$ cat config.mk
export PLATFORM = sky130hd
export DESIGN_NAME = menu_selector
export DESIGN_NICKNAME = d
export VERILOG_FILES = /design/src/rtl/game_pkg.sv /design/src/rtl/btn_edge.sv /design/src/rtl/menu_selector.sv
export SDC_FILE = /design/constraint.sdc
export NUM_CORES = 1
export LEC_CHECK = 0
export CAP_MARGIN = 0
export CORE_ASPECT_RATIO = 0.8
export CORE_UTILIZATION = 25
export DETAILED_ROUTE_END_ITERATION = 6
export PLACE_DENSITY_LB_ADDON = 0.25
export SLEW_MARGIN = 25
export SYNTH_ARGS = -nofsm -noshare
export SYNTH_HDL_FRONTEND = slang
export SYNTH_SLANG_ARGS = --single-unit
$ cat constraint.sdc
create_clock -name clk -period 2.05 [get_ports clk]
set_clock_uncertainty 0.05 [all_clocks]
set_input_delay 0.3075 -clock clk [delete_from_list [all_inputs] [get_ports clk]]
set_output_delay 0.3075 -clock clk [all_outputs]
set_load 0.01 [all_outputs]
$ cat src/rtl/game_pkg.sv
// game_pkg: shared selector FSM encoding and game-level menu state constant
package game_pkg;
  typedef enum logic [1:0] {
    SEL_IDLE   = 2'd0,
    SEL_DELAY  = 2'd1,
    SEL_REPEAT = 2'd2,
    SEL_LOCKED = 2'd3
  } sel_state_e;
  localparam logic [1:0] STATE_MENU = 2'b00;
  function automatic logic is_menu(input logic [1:0] game_state);
    return game_state == STATE_MENU;
  endfunction
endpackage

$ cat src/rtl/btn_edge.sv
// btn_edge: registered rising-edge detector for one debounced button
module btn_edge (
  input  logic clk,
  input  logic rst,
  input  logic i_btn,
  output logic o_press
);
  logic r_prev;
  // remember last level so a press is only seen on the 0->1 transition
  always_ff @(posedge clk) r_prev <= rst ? 1'b0 : i_btn;
  assign o_press = i_btn & ~r_prev;
endmodule

$ cat src/rtl/menu_selector.sv
// menu_selector: up/down menu index with auto-repeat and confirm lock; MENU_SEL_WRAP_EN selects wrapping bounds
module menu_selector
  import game_pkg::*;
#(
  parameter int WIDTH         = 5,
  parameter int MIN_VAL       = 0,
  parameter int MAX_VAL       = 19,
  parameter int INIT_VAL      = 10,
  parameter int STEP          = 1,
  parameter int REPEAT_DELAY  = 4,
  parameter int REPEAT_PERIOD = 1
) (
  input  logic             clk,
  input  logic             rst,
  input  logic             active,
  input  logic             up,
  input  logic             down,
  input  logic             confirm,
  input  logic             reload,
  output logic [WIDTH-1:0] value,
  output logic             sel_valid,
  output logic [WIDTH-1:0] sel_value,
  output logic             locked
);
  localparam int CMAX = (REPEAT_DELAY > REPEAT_PERIOD) ? REPEAT_DELAY : REPEAT_PERIOD;
  localparam int CW = $clog2(CMAX + 1);
  localparam int W1 = WIDTH + 1;
  localparam logic [WIDTH:0] L_MIN = W1'(MIN_VAL);
  localparam logic [WIDTH:0] L_MAX = W1'(MAX_VAL);
  localparam logic [WIDTH:0] L_STEP = W1'(STEP);
  localparam logic [WIDTH:0] L_ONE = W1'(1);
  localparam logic [WIDTH-1:0] L_INIT = WIDTH'(INIT_VAL);
  localparam logic [CW-1:0] L_DLY = CW'(REPEAT_DELAY - 1);
  localparam logic [CW-1:0] L_PER = CW'(REPEAT_PERIOD - 1);
  localparam logic [CW-1:0] L_CONE = CW'(1);
  sel_state_e r_state, w_state_n;
  logic [WIDTH-1:0] r_value, w_value_n, r_sel_value, w_sel_value_n;
  logic [CW-1:0] r_cnt, w_cnt_n;
  logic r_dir, w_dir_n, r_sel_valid, w_sel_valid_n;
  logic w_up_press, w_dn_press, w_cf_press, w_start, w_held, w_tick;
  logic [WIDTH:0] w_val, w_up;
  logic [WIDTH-1:0] w_inc, w_dec, w_step;
  btn_edge u_up (.clk(clk), .rst(rst), .i_btn(up), .o_press(w_up_press));
  btn_edge u_dn (.clk(clk), .rst(rst), .i_btn(down), .o_press(w_dn_press));
  btn_edge u_cf (.clk(clk), .rst(rst), .i_btn(confirm), .o_press(w_cf_press));
  // one extra bit so value+STEP cannot overflow before the bound compare
  assign w_val = {1'b0, r_value};
  assign w_up = w_val + L_STEP;
`ifdef MENU_SEL_WRAP_EN
  assign w_inc = WIDTH'((w_up > L_MAX) ? L_MIN + (w_up - L_MAX - L_ONE) : w_up);
  assign w_dec = WIDTH'((w_val < L_MIN + L_STEP) ? L_MAX - (L_MIN + L_STEP - L_ONE - w_val) : w_val - L_STEP);
`else
  assign w_inc = WIDTH'((w_up > L_MAX) ? L_MAX : w_up);
  assign w_dec = WIDTH'((w_val < L_MIN + L_STEP) ? L_MIN : w_val - L_STEP);
`endif
  assign w_start = (w_up_press & ~down) | (w_dn_press & ~up);
  assign w_step = ((r_state == SEL_IDLE) ? up : r_dir) ? w_inc : w_dec;
  assign w_held = r_dir ? (up & ~down) : (down & ~up);
  assign w_tick = r_cnt == ((r_state == SEL_DELAY) ? L_DLY : L_PER);
  // next state: reload > inactive > locked hold > confirm > stepping
  always_comb begin
    w_state_n = r_state;
    w_value_n = r_value;
    w_cnt_n = r_cnt;
    w_dir_n = r_dir;
    w_sel_value_n = r_sel_value;
    w_sel_valid_n = 1'b0;
    if (reload) begin
      w_value_n = L_INIT;
      w_state_n = SEL_IDLE;
      w_cnt_n = '0;
    end else if (!active) begin
      w_state_n = SEL_IDLE;
      w_cnt_n = '0;
    end else if (r_state != SEL_LOCKED) begin
      if (w_cf_press) begin
        w_sel_value_n = r_value;
        w_sel_valid_n = 1'b1;
        w_state_n = SEL_LOCKED;
        w_cnt_n = '0;
      end else if (r_state == SEL_IDLE) begin
        if (w_start) begin
          w_value_n = w_step;
          w_dir_n = up;
          w_state_n = SEL_DELAY;
          w_cnt_n = '0;
        end
      end else if (!w_held) begin
        w_state_n = SEL_IDLE;
        w_cnt_n = '0;
      end else if (w_tick) begin
        w_value_n = w_step;
        w_state_n = SEL_REPEAT;
        w_cnt_n = '0;
      end else begin
        w_cnt_n = r_cnt + L_CONE;
      end
    end
  end
  // state and output registers
  always_ff @(posedge clk) begin
    if (rst) begin
      r_state <= SEL_IDLE;
      r_value <= L_INIT;
      r_cnt <= '0;
      r_dir <= 1'b0;
      r_sel_value <= L_INIT;
      r_sel_valid <= 1'b0;
    end else begin
      r_state <= w_state_n;
      r_value <= w_value_n;
      r_cnt <= w_cnt_n;
      r_dir <= w_dir_n;
      r_sel_value <= w_sel_value_n;
      r_sel_valid <= w_sel_valid_n;
    end
  end
  assign value = r_value;
  assign sel_value = r_sel_value;
  assign sel_valid = r_sel_valid;
  assign locked = r_state == SEL_LOCKED;
endmodule

==> results of run 1 <==
final cells by class:
type                       instances  area share (%)
clock buffer                       3            2.57
inverter                           7            1.64
multi-input combinational        109            46.8
sequential                        20            25.1
tap                               60            4.68
timing repair buffer              35            19.2
cell usage in the layout (no fill, tap or decap), drive strengths merged, types with 3 or more instances in the layout:
cell type | Yosys | layout
o221ai | 3 | 3
dfxtp | 20 | 20
ha | 3 | 3
clkdlybuf4s50 | 0 | 18
o211ai | 5 | 5
nor3 | 10 | 10
nor2b | 5 | 5
nand3 | 6 | 6
mux2i | 3 | 3
xor2 | 3 | 3
o21ai | 4 | 4
buf | 4 | 17
nor2 | 15 | 15
nand2b | 5 | 5
inv | 7 | 7
a21oi | 8 | 8
clkbuf | 2 | 3
nand2 | 5 | 5
routing by layer:
metal	GRT usage [%]	vias up	share of wire, %
li1	-	601	-
met1	18.5	575	51
met2	18.7	41	43
met4	5.80	0	1.2
met3	2.29	4	4.6
met5	0	-	0
cells by family (layout without fill, tap and decap cells):
family	count (synthesis)	after routing	synth area share, %
AO/OA/AOI/OAI	39	39	25.2
XOR/XNOR	3	3	2.16
adder cells (fa/ha/maj)	3	3	3.09
buffers and inverters	13	45	5.15
flip-flops	20	20	33.0
multiplexers	3	3	2.47
AND/OR/NAND/NOR	61	61	28.9
power by group through the flow:
stage	Clock (mW)	Sequential [mW]	Combinational, mW
floorplan	0	0.414	0.0802
global placement	0	0.416	0.143
detailed placement	0	0.416	0.144
CTS	0.271	0.407	0.145
global route	0.285	0.409	0.159
finish	0.261	0.408	0.145
flip-flops by register name, indices dropped and copies added, names as in the netlist:
register / cells
r_dir: 1
sel_value: 5
r_state: 2
u_dn.r_prev: 1
value: 5
sel_valid: 1
u_up.r_prev: 1
r_cnt: 3
u_cf.r_prev: 1
cells in the mapped netlist (all sizes together), types with 3 or more instances:
master and number:
buf 4, nand3 6, nor2 15, nor2b 5, mux2i 3, inv 7
o211ai 5, nand2 5, nor3 10, xor2 3, nand2b 5, o221ai 3
ha 3, dfxtp 20, o21ai 4, a21oi 8
stage by stage:
step                util, %  cell area [um^2]  hold slack [ps]  setup WS, ps
global route           34.7              1610              438          54.5
detailed placement     33.8              1560              403         -67.9
global placement       33.8              1560              396         -17.8
floorplan                 -              1210              371           395
CTS                    34.7              1610              425           131
finish                 34.7              1610              421           129
worst paths after layout:
check	from	endpoint	depth (start not counted)
worst max-delay path	r_state[0]	locked	3
worst min register to register	sel_value[1]	sel_value[1]	1
worst max register to register	value[1]	value[1]	5
worst min-delay path	sel_value[1]	sel_value[1]	1
repair_timing:
item | CTS | global route
setup buffers | 0 | 0
gates resized for setup | 2 | 0
setup endpoints to repair | 1 | 0
==> impl_results.md, run 1 <==
- Final routed DRC violation total: 0
- Worst hold path class: reg -> reg
- Slowest Stage Delay on Critical Path: 550 ps
- Seq cells post-synth: 20
- Fin. Hold Viols: 0
- Sequential group share of total power: 50.1%
- Total grt overflow: 0
- Final Non-Filler Cells: 234
- Ys Warns: 0
- PwrDens: 507 nW/um^2
- FF-to-FF setup slack: 210 ps
- Tmin final: 1920 ps
- Critical path required time: 1690 ps
- Die height: 64.4 um
- Netlist cell types: 48
- Layout filler cell count: 491
- Remaining antenna violation count: 0
- Seq/Total Area, Yosys: 33.0%
- Final setup viols: 0
- CP endpoint kind: primary output
- RSZ-0062 raised after global routing: false
- CORE AREA: 4620 um^2
- Total wire length: 3.06 mm
- CTS tree: built
- Syn nets: 152
- Clock buffer count from CTS: 3
- CP Max Fanout: 11
- Crit-path slowest cell: clkdlybuf4s50_1
- Starting DRT DRC Count: 35
- Die Footprint: 5140 um^2
- HPWL after detailed placement: 2.39 mm
- Max-Cap Viols: 0
- Mapped Avg Cell Area: 8.56 um^2
- Synth async-reset ratio: 0%
- CTS H-tree lvls: 1
- VDD IR max: 0.000222 V
- IO Pins: 19
- Setup tns final: 0 ps
- GRT Util Overall: 13.0%
- Power share of the clock group: 32.1%
- Initial Util: 26.3%
- Status: finished clean
- Drt pass-1 iters: 4
- Area growth syn-to-layout: 32.1%
- Total number of vias: 1221
- Clock transition at path regs: 70 ps
- Synth area leaders: dfxtp_1, nor2_1, nor3_1
- Netlist Area Pre-Place: 1210 um^2
- Share of cells above drive strength 1: 18.4%
- Relative slew slack: 75.2%
- FP Rows: 22
- Area of the multi-input gates: 752 um^2
- Placed insts: 231
- Gate power share: 17.9%
- Top_reg_cell synth: dfxtp_1
- Vias in the first global route: 1142
- Internal power: 0.604 mW
- Worst Tran Pin Value: 362 ps
- CP Cell Sequence: nand2_1 > inv_1 > clkdlybuf4s50_1
- Share of the synthesized area in the top cell type: 33.0%
- Die X: 79.9 um
- Crit path arrival time: 1560 ps
- Max-slew violations: 0
- Critical Path Start Type: register
- Clock Tree Buf Depth: 2
- Max Fclk: 0.521 GHz
- Final Wtd Congestion: 0.892
- Tcrit/Tclk final: 93.7%
- Total power: 0.814 mW
- # diodes: 0
- Storage cell area: 403 um^2
- First-pass GRT wire length: 5.21 mm
- Switching part of the total: 25.8%
- Nets: 186
- CTS sink cnt: 20
- Initial antenna violation count: 0
- Post-Synthesis Cells: 142
- Switch Pwr: 0.210 mW
- Cell type with the largest total area after synthesis: dfxtp_1
- Worst skew pair latency: 260 ps
- Worst setup path class: reg -> out
- Largest net degree at the start of global routing: 12
- Cell family with most CP delay: buffers and inverters
- Root Driver: clkbuf_8
- Hold buffers post-CTS: 0
- Critical path buffers and inverters: 2
- IO Port Bufs: 18
- Leak Pwr: 0.629 nW
- Vias per inst: 5.22
- Post-synth EDFFs: 0
- Routed WL per cell: 13.1 um
(Power assumes the default switching activity.)
==> inputs of run 2 (changes only) <==
--- a/config.mk
+++ b/config.mk
@@ -7,10 +7,10 @@
 export LEC_CHECK = 0
 export CAP_MARGIN = 0
 export CORE_ASPECT_RATIO = 0.8
-export CORE_UTILIZATION = 25
+export CORE_UTILIZATION = 49
 export DETAILED_ROUTE_END_ITERATION = 6
 export PLACE_DENSITY_LB_ADDON = 0.25
-export SLEW_MARGIN = 25
+export SLEW_MARGIN = 20
 export SYNTH_ARGS = -nofsm -noshare
 export SYNTH_HDL_FRONTEND = slang
 export SYNTH_SLANG_ARGS = --single-unit
==> run 2 against run 1 <==
  * The run now ends with design-rule violations left
  * Maximum frequency fell by 1.1%
  * First-iteration DRC count rose by 54%
  * Sequential share of layout area rose by 1.3 points
  * Worst setup slack got worse by 21 ps
  * Utilization rose by 33 points
  * Die area fell by 48%
  * Power rose by 7.1%
  * Non-clock buffer count fell by 6
  * Via count rose by 1.5%
==> impl_results.md, run 2 (synthesis gave the netlist of run 1 again) <==
- CTS sink cnt: 20
- Worst Tran Pin Value: 500 ps
- Routed WL per cell: 15.5 um
- CTS H-tree lvls: 1
- Total number of vias: 1239
- Critical path required time: 1690 ps
- PwrDens: 571 nW/um^2
- Vias per inst: 6.39
- Initial Util: 53.9%
- FP Rows: 15
- Critical Path Start Type: register
- Final setup viols: 0
- IO Pins: 19
- Setup tns final: 0 ps
- Die Footprint: 2680 um^2
- Vias in the first global route: 1094
- Largest net degree at the start of global routing: 13
- Critical path buffers and inverters: 2
- Tmin final: 1940 ps
- IO Port Bufs: 18
- Clock Tree Buf Depth: 2
- Root Driver: clkbuf_4
- R2R depth: 5
- Post-layout util: 67.8%
- Clock transition at path regs: 120 ps
- Cell family with most CP delay: buffers and inverters
- Worst setup path class: reg -> out
- CTS tree: built
- WHS Endpoint: sel_value[3]
- Relative slew slack: 65.7%
- CP Cell Sequence: nand2_1 > inv_1 > clkdlybuf4s50_1
- VDD IR max: 0.000495 V
- FF-to-FF setup slack: 200 ps
- Hold Slack: 424 ps
- Failing checks: design-rule violations
- Most frequent cells in the layout: clkdlybuf4s50_1, dfxtp_1, nor2_1
- RSZ-0062 raised after global routing: false
- Final Wtd Congestion: 0.902
- Area growth syn-to-layout: 25.7%
- Hold path depth: 1
- Status: finished with violations
- Remaining antenna violation count: 0
- Crit-path slowest cell: clkdlybuf4s50_1
- Critical R2R Launch: r_state[1]
- Die X: 57.7 um
- Leak Pwr: 0.605 nW
- Worst skew pair latency: 310 ps
- First-pass GRT wire length: 4.82 mm
- Layout filler cell count: 195
- Final routed DRC violation total: 1
- Nets: 180
- Total grt overflow: 0
- GRT Util Overall: 24.1%
- Hold buffers post-CTS: 0
- Share of cells above drive strength 1: 16.0%
- Starting DRT DRC Count: 54
- Crit path arrival time: 1580 ps
- Worst hold path class: reg -> reg
- CP Max Fanout: 11
- # diodes: 0
- Die height: 46.5 um
- CP endpoint kind: primary output
- Initial antenna violation count: 0
- Max-slew violations: 0
- Tcrit/Tclk final: 94.7%
- HP Start: sel_value[3]
- Max-Cap Viols: 0
- Max Fclk: 0.515 GHz
- Fin. Hold Viols: 0
- Drt pass-1 iters: 6
- Slowest Stage Delay on Critical Path: 530 ps
- Worst R2R End: value[1]
- CORE AREA: 2250 um^2
- Clock buffer count from CTS: 3
- HPWL after detailed placement: 2.22 mm
- Total wire length: 3.01 mm
## run 2: cell count changes in the layout (fill, tap and decap cells not counted)
cell / previous run / this run
bufinv_16: 0 / 1
clkbuf_8: 3 / 0
clkbuf_4: 0 / 3
buf_4: 17 / 11
## run 2: worst register-to-register path, stage by stage (launching register included)
cell and delay, ps:
dfxtp_2 400, nor2_1 190, mux2i_1 490, or3b_1 400, o221a_2 130, o21ai_1 130
## run 2: layout make-up
cell class                 instances  area, um^2  area share [%]
clock buffer                       3        22.5            1.47
timing repair buffer              29         263            17.2
multi-input combinational        109         752            49.2
clock inverter                     1        30.0            1.97
tap                               25        31.3            2.05
inverter                           7        26.3            1.72
sequential                        20         403            26.4
## run 2: what timing repair did
item | CTS | global route
endpoints found under the setup margin | 1 | 0
buffers inserted | 0 | 0
gates resized for setup | 2 | 0
## run 2: how the worst max path moves through the flow
stage | slack, ps | endpoint | cells after the start | start
after floorplan | 400 | value[1] | 5 | value[0]
after global placement | 10 | value[2] | 6 | down
after detailed placement | -90 | value[2] | 6 | down
after CTS | 100 | locked | 3 | r_state[0]
after global routing | 20 | locked | 3 | r_state[0]
final | 110 | locked | 3 | r_state[0]
## run 2: metrics by stage
step                      area (um^2)  std cells  worst slack, ps  total power [mW]
after CTS                        1530        194              104             0.877
after floorplan                  1210        142              395             0.494
after global placement           1470        190             9.99             0.550
final                            1530        194              108             0.872
after detailed placement         1470        190            -88.8             0.554
after global routing             1530        194             21.9             0.904
## run 2: report_power, final
part	leakage [nW]	switching (mW)	internal, mW	total (mW)
combinational	0.413	0.0701	0.0705	0.141
sequential	0.164	0.0107	0.398	0.409
clock	0.0279	0.125	0.198	0.323
total	0.605	0.205	0.666	0.872
## run 2: routing by layer
layer	GRT usage, %	wire, um
met1	29.2	1300
met2	40.5	1430
met3	7.58	235
met4	9.52	40
met5	0	0
==> inputs of run 3 (changes only) <==
--- a/config.mk
+++ b/config.mk
@@ -10,6 +10,7 @@
 export CORE_UTILIZATION = 49
 export DETAILED_ROUTE_END_ITERATION = 6
 export PLACE_DENSITY_LB_ADDON = 0.25
+export SKIP_LAST_GASP = 1
 export SLEW_MARGIN = 20
 export SYNTH_ARGS = -nofsm -noshare
 export SYNTH_HDL_FRONTEND = slang
==> results of run 3 <==
Final layout, timing and power as in run 2 (identical DEF).
